[src/rtl/fb_pkg.sv]
// Shared constants and state encoding for the frame-buffer write arbiter.
// Screen geometry lives here so callers can derive addresses consistently.
package fb_pkg;

  localparam int FB_DEPTH = 307200;
  localparam int FB_AW    = 19;
  localparam int FB_DW    = 8;
  localparam int H_RES    = 640;
  localparam int V_RES    = 480;

  typedef enum logic [1:0] {
    ARB   = 2'd0,
    CLEAR = 2'd1,
    DONE  = 2'd2
  } fb_arb_state_t;

endpackage

[src/rtl/fb_write_arbiter_rr_arbiter.sv]
// Combinational round-robin picker: the first valid requester found when
// searching from i_ptr upwards, wrapping modulo N.
module rr_arbiter #(
  parameter int N  = 4,
  parameter int PW = 2
) (
  input  logic [N-1:0]  i_valid,
  input  logic [PW-1:0] i_ptr,
  output logic [N-1:0]  o_grant,
  output logic [PW-1:0] o_grant_idx,
  output logic          o_any
);

  logic [PW-1:0] w_cand;

  // Walk from the farthest candidate back to i_ptr so the closest one wins.
  always_comb begin
    o_grant     = '0;
    o_grant_idx = '0;
    o_any       = 1'b0;
    w_cand      = '0;
    for (int k = N - 1; k >= 0; k--) begin
      w_cand = PW'((int'(i_ptr) + k) % N);
      if (i_valid[w_cand]) begin
        o_grant         = '0;
        o_grant[w_cand] = 1'b1;
        o_grant_idx     = w_cand;
        o_any           = 1'b1;
      end
    end
  end

endmodule

[src/rtl/fb_write_arbiter.sv]
// Shares the frame-buffer write port between N pixel engines (round-robin,
// one write per clock) and runs a full-buffer clear sweep on request.
module fb_write_arbiter #(
  parameter int N_ENG    = 4,
  parameter int FB_DEPTH = fb_pkg::FB_DEPTH,
  parameter int AW       = fb_pkg::FB_AW,
  parameter int DW       = fb_pkg::FB_DW
) (
  input  logic                clk_iCLK,
  input  logic                iRST_N,
  input  logic [N_ENG-1:0]    iReq_valid,
  output logic [N_ENG-1:0]    oReq_ready,
  input  logic [N_ENG*AW-1:0] iReq_addr,
  input  logic [N_ENG*DW-1:0] iReq_data,
  input  logic                iClear_req,
  input  logic [DW-1:0]       iFill_data,
  output logic                oBusy,
  output logic                oClear_done,
  output logic                oRange_err,
  output logic [AW-1:0]       oPix_count,
  output logic                oWR_en,
  output logic [AW-1:0]       oADDR,
  output logic [DW-1:0]       oDATA,
  output logic [1:0]          oDbg_state
);

  import fb_pkg::*;

  localparam int              PW       = $clog2(N_ENG);
  localparam logic [AW:0]     DEPTH_X  = (AW + 1)'(FB_DEPTH);
  localparam logic [AW-1:0]   DEPTH_A  = AW'(FB_DEPTH);
  localparam logic [AW-1:0]   LAST_A   = AW'(FB_DEPTH - 1);
  localparam logic [PW-1:0]   LAST_ENG = PW'(N_ENG - 1);

  fb_arb_state_t r_state;
  fb_arb_state_t w_next_state;

  logic [PW-1:0]    r_rr_ptr;
  logic [AW-1:0]    r_clr_addr;
  logic             r_wr_en;
  logic [AW-1:0]    r_addr;
  logic [DW-1:0]    r_data;
  logic [AW-1:0]    r_pix_count;
  logic             r_range_err;

  logic [N_ENG-1:0] w_grant;
  logic [PW-1:0]    w_grant_idx;
  logic             w_any;
  logic [N_ENG-1:0] w_ready;
  logic             w_hs;
  logic [AW-1:0]    w_sel_addr;
  logic [DW-1:0]    w_sel_data;
  logic             w_in_range;
  logic             w_arb_en;
  logic             w_start_clear;
  logic             w_clr_issue;

  rr_arbiter #(
    .N  (N_ENG),
    .PW (PW)
  ) u_rr_arbiter (
    .i_valid     (iReq_valid),
    .i_ptr       (r_rr_ptr),
    .o_grant     (w_grant),
    .o_grant_idx (w_grant_idx),
    .o_any       (w_any)
  );

  // Handshake: engine i's write is taken on a rising edge where
  // iReq_valid[i] & oReq_ready[i]; the engine holds valid/addr/data until then.
  // Ready is at most one-hot and depends only on valid, rr_ptr, iClear_req and state.
  assign w_ready    = (w_arb_en && w_any) ? w_grant : '0;
  assign w_hs       = |w_ready;
  assign w_sel_addr = iReq_addr[w_grant_idx*AW +: AW];
  assign w_sel_data = iReq_data[w_grant_idx*DW +: DW];
  assign w_in_range = ({1'b0, w_sel_addr} < DEPTH_X);

  always_ff @(posedge clk_iCLK or negedge iRST_N) begin
    if (!iRST_N) begin
      r_state <= ARB;
    end else begin
      r_state <= w_next_state;
    end
  end

  // A clear request in ARB pre-empts any grant in that same cycle.
  always_comb begin
    w_next_state  = r_state;
    w_arb_en      = 1'b0;
    w_start_clear = 1'b0;
    w_clr_issue   = 1'b0;
    unique case (r_state)
      ARB: begin
        if (iClear_req) begin
          w_start_clear = 1'b1;
          w_next_state  = CLEAR;
        end else begin
          w_arb_en = 1'b1;
        end
      end
      CLEAR: begin
        w_clr_issue = 1'b1;
        if (r_clr_addr == LAST_A) begin
          w_next_state = DONE;
        end
      end
      DONE: begin
        w_next_state = ARB;
      end
      default: begin
        w_next_state = ARB;
      end
    endcase
  end

  always_ff @(posedge clk_iCLK or negedge iRST_N) begin
    if (!iRST_N) begin
      r_rr_ptr    <= '0;
      r_clr_addr  <= '0;
      r_wr_en     <= 1'b0;
      r_addr      <= '0;
      r_data      <= '0;
      r_pix_count <= '0;
      r_range_err <= 1'b0;
    end else begin
      r_wr_en <= 1'b0;
      if (w_start_clear) begin
        r_clr_addr  <= '0;
        r_pix_count <= '0;
        r_range_err <= 1'b0;
      end else if (w_clr_issue) begin
        r_wr_en    <= 1'b1;
        r_addr     <= r_clr_addr;
        r_data     <= iFill_data;
        r_clr_addr <= r_clr_addr + AW'(1);
      end else if (w_hs) begin
        r_rr_ptr <= (w_grant_idx == LAST_ENG) ? '0 : w_grant_idx + PW'(1);
        if (w_in_range) begin
          r_wr_en <= 1'b1;
          r_addr  <= w_sel_addr;
          r_data  <= w_sel_data;
          if (r_pix_count != DEPTH_A) begin
            r_pix_count <= r_pix_count + AW'(1);
          end
        end else begin
          // Out-of-range writes are swallowed; only the sticky flag records them.
          r_range_err <= 1'b1;
        end
      end
    end
  end

  // Ready is the one combinational output, so it is masked while reset is held.
  assign oReq_ready  = w_ready & {N_ENG{iRST_N}};
  assign oBusy       = (r_state == CLEAR);
  assign oClear_done = (r_state == DONE);
  assign oRange_err  = r_range_err;
  assign oPix_count  = r_pix_count;
  assign oWR_en      = r_wr_en;
  assign oADDR       = r_addr;
  assign oDATA       = r_data;
  assign oDbg_state  = r_state;

endmodule

[config.mk]
export PLATFORM = sky130hd
export DESIGN_NAME = fb_write_arbiter
export DESIGN_NICKNAME = d
export VERILOG_FILES = /design/src/rtl/fb_pkg.sv /design/src/rtl/fb_write_arbiter_rr_arbiter.sv /design/src/rtl/fb_write_arbiter.sv
export SDC_FILE = /design/constraint.sdc
export NUM_CORES = 1
export LEC_CHECK = 0
export CAP_MARGIN = 20
export CORE_ASPECT_RATIO = 0.8
export CORE_MARGIN = 3
export CORE_UTILIZATION = 41
export DETAILED_ROUTE_END_ITERATION = 10
export GPL_TIMING_DRIVEN = 0
export PLACE_DENSITY_LB_ADDON = 0.1
export SLEW_MARGIN = 20
export SYNTH_ARGS = -nofsm -noshare
export SYNTH_HDL_FRONTEND = slang
export SYNTH_HIERARCHICAL = 1
export SYNTH_SLANG_ARGS = --single-unit
[constraint.sdc]
create_clock -name clk_iCLK -period 4.3 [get_ports clk_iCLK]
set_clock_uncertainty 0.15 [all_clocks]
set_input_delay 0.86 -clock clk_iCLK [delete_from_list [all_inputs] [get_ports clk_iCLK]]
set_output_delay 0.86 -clock clk_iCLK [all_outputs]
set_load 0.01 [all_outputs]
==> run_results.csv <==
group,metric,value,unit
outcome,status,"finished, final reports clean",
placed_design,gp_congestion,0.888,
setup_path,crit_type,"in2reg",
logic_synthesis,synthCells,495,
power_and_ir_drop,switchingPower,0.000516,W
logic_synthesis,synthesis.area,0.00474,sq mm
setup_path,required,4400,ps
logic_synthesis,synth_nets,630,
finish,antenna_cells,0,
logic_synthesis,synth_compound_area_share,13.9,%
power_and_ir_drop,clkPwrFrac,39.5,%
setup_path,crit_fanout,10,
placed_design,place_area,0.00671,sq mm
floorplanning,pin_count,179,
timing,maxSlewHeadroom,31.2,%
timing,fmax,239,MHz
finish,final_nets,827,
grt,top_usage_layer,"met2",
logic_synthesis,muxShareOfSynthArea,17.1,%
finish,multi_input_area,0.00285,sq mm
finish,stdcell_area,0.00718,sq mm
clocking,cts_tree,"built",
logic_synthesis,yosysSeqAreaShare,37.5,%
placed_design,placed_cells,816,
logic_synthesis,synth.distinct_cells,57,
floorplanning,die_area,0.0129,sq mm
clocking,worstSkewPairLatency,320,ps
placed_design,io_buffers,176,
timing,slew_violations,0,
power_and_ir_drop,internal_power,0.00149,W
grt,grt_pass1_wl,24900,um
power_and_ir_drop,powerDensity,280,mW/mm^2
route,drcViolationCount,0,
logic_synthesis,async_flop_share,100,%
clocking,cts.sinks,71,
route,vias_per_cell,5.85,
route,detail-route-antenna-nets,0,
finish,fillers,884,
grt,grt.total_usage,24.2,%
run,maxCapViolCount,0,
logic_synthesis,avgSynthCellArea,9.57,sq um
finish,final_cell_mix,"clkdlybuf4s50_1 (173), nand2_1 (85), dfrtp_1 (69)",
floorplanning,rows,34,
clocking,clockBufferDepth,2,
timing,period_needed,4180,ps
grt,met1_usage,34.3,%
logic_synthesis,ys_warn_count,6,
clocking,root_buffer,"clkbuf_16",
grt,antenna_found_initial,0,
floorplanning,fp.coreArea,0.0111,sq mm
logic_synthesis,synthXorXnorAreaFrac,0.370,%
power_and_ir_drop,p_leak,2.80,nW
setup_path,critical_path.top_delay_family,"multiplexers",
finish,drive_gt1_share,13.6,%
floorplanning,die_h,102,um
logic_synthesis,synth_adder_area_share,3.17,%
logic_synthesis,synthTopCellsByArea,"dfrtp_1 (37%), mux4_2 (14%), nand2_1 (6.8%), a31oi_1 (4.1%), nor3_1 (3.5%)",
grt,grt_max_degree,51,
clocking,htreeDepth,3,
route,avgRoutedWirePerCell,19.0,um
floorplanning,fp.dieW,126,um
finish,layout_commonest_cell,"clkdlybuf4s50_1",
power_and_ir_drop,switching_share,25.7,%
timing,setup_violations,0,
setup_path,critPathArrivalTime,4280,ps
logic_synthesis,synth_edf_count,0,
setup_path,reg2regPathDepth,15,
power_and_ir_drop,combinationalPowerShare,24.2,%
route,drtIter0Drc,402,
power_and_ir_drop,peakVddDrop,184,uV
finish,fin_cells,841,
finish,final_util,64.9,%
min_path,min_path_type,"in2async",
route,firstDrtPassIters,5,
route,vias,4920,
floorplanning,start_util,42.9,%
setup_path,cp_slowest_stage_delay,510,ps
placed_design,hpwl,12400,um
setup_path,cp_num_buf_inv,3,
grt,grt_util_met3,4.23,%
setup_path,path_depth,12,
setup_path,crit_path_top_delay_cell,"or4_1",
power_and_ir_drop,seqPwrFrac,36.3,%
finish,seqCellArea,0.00178,sq mm
logic_synthesis,synth_top_area_cell,"dfrtp_1",
setup_path,start_kind,"primary input",
logic_synthesis,yosys.area.top_type_share,37.5,%
timing,setup_tns,0,ps
timing,finalHoldViolations,0,
logic_synthesis,ys_ff_latch,71,
clocking,cts_inserted_buffers,9,
timing,timing.final.crit_share,97.2,%
setup_path,end_kind,"flip-flop",
setup_path,path_cells,"clkdlybuf4s15_1 -> mux2_2 -> mux2i_4 -> and4_1 -> nor3_4 -> buf_6 -> mux4_2 -> and2_2 -> a211o_1 -> buf_2 -> or4_1 -> a21oi_1",
logic_synthesis,synthSimpleGateAreaFrac,24.1,%
grt,grt_pass1_vias,4666,
logic_synthesis,synth_top_family_by_area,"simple AND/OR/NAND/NOR gates",
grt,grt-ovfl-total,0,
grt,met2_usage,39.6,%
power_and_ir_drop,power,0.00201,W
route,finalWirelength,15900,um
logic_synthesis,synth-main-ff-cell,"dfrtp_1",
finish,areaGrowthSynthToFinish,51.6,%
timing,worst_pin_slew,1020,ps
clocking,cts.clk_slew.worst_paths,60,ps
clocking,ctsHoldBuffers,0,
## logic make-up (layout without fill, tap and decap cells)
kind of cell / count (synthesis) / after routing
buffers and inverters: 40 / 242
AO/OA/AOI/OAI: 100 / 100
flip-flops: 71 / 71
AND/OR/NAND/NOR: 228 / 228
adder cells (fa/ha/maj): 12 / 12
XOR/XNOR: 2 / 2
multiplexers: 42 / 42
## synth_stat cells, drive strengths merged (3+ instances only)
library cell	instances
nand2	86
dfrtp	71
nor3	33
a31oi	31
mux4	29
nor2	25
clkbuf	20
nand3	19
o21ai	19
buf	13
nand4	13
a21oi	12
ha	12
and3	10
mux2i	9
o31ai	9
inv	7
or3	6
a211o	5
nor4b	5
o211ai	5
a221o	4
a22oi	4
and2	4
and4	4
mux2	4
or4	4
nor2b	3
nor4	3
## worst reg2reg max path, delay by kind of cell (launching register included)
| kind | cells | cell delay [ps] |
|---|---|---|
| flops | 1 | 380 |
| compound gates | 4 | 790 |
| buf+inv | 5 | 810 |
| fa+ha+maj | 1 | 300 |
| mux | 1 | 550 |
| simple gates | 4 | 1100 |
## path summary, 6_finish.rpt
path / from / endpoint / slack [ps]
max: iReq_valid[3] / oPix_count[16]$_DFFE_PN0P_ / 120
min: iRST_N / oPix_count[8]$_DFFE_PN0P_ / 290
max reg2reg: r_rr_ptr[0]$_DFFE_PN0P_ / oPix_count[16]$_DFFE_PN0P_ / 150
min reg2reg: r_clr_addr[5]$_DFFE_PN0P_ / r_clr_addr[5]$_DFFE_PN0P_ / 360
max in group asynchronous: iRST_N / oADDR[5]$_DFFE_PN0P_ / 3150
min in group clk_iCLK: r_clr_addr[5]$_DFFE_PN0P_ / r_clr_addr[5]$_DFFE_PN0P_ / 360
## flip-flops by register name, indices dropped and copies added, names as in the netlist
name	cells
oADDR	19
r_clr_addr	19
oDATA	8
oWR_en	1
r_rr_ptr	2
oPix_count	19
oRange_err	1
oDbg_state	2
## per-stage QoR
step	hold WS, ps	setup WS, ps
2_1_floorplan	309	262
3_3_place_gp	339	-1470
3_5_place_dp	350	-775
4_1_cts	295	33.2
5_1_grt	310	-28.3
6_report	292	122
## routing by layer
metal / vias up / wire (um)
li1: 2282 / -
met1: 2391 / 6850
met2: 230 / 7650
met3: 17 / 1190
met4: 0 / 240
met5: - / 0
## timing repair
item                       in CTS  in global routing
cloned                          1                  0
setup endpoints to repair      51                 43
pin swaps                       0                  3
hold endpoints to repair        0                  0
gates resized for setup        16                 21
setup buffers                   2                  6
## power groups by stage
stage / Sequential, W / Clock (W) / Combinational, W
floorplan: 0.000741 / 0 / 0.000224
global placement: 0.000740 / 0 / 0.000445
detailed placement: 0.000741 / 0 / 0.000455
CTS: 0.000729 / 0.000807 / 0.000465
global route: 0.000732 / 0.000834 / 0.000520
finish: 0.000729 / 0.000793 / 0.000487
## layout make-up
type | count | area share, %
clock inverters | 5 | 1.15
flip-flops and latches | 71 | 24.8
inverters | 7 | 0.418
repair buffers | 186 | 25.8
clock buffers | 11 | 3.24
well taps | 144 | 2.51
multi-input cells | 384 | 39.7
plain buffers | 33 | 2.46
No activity file was read; power rests on OpenSTA's default activity.
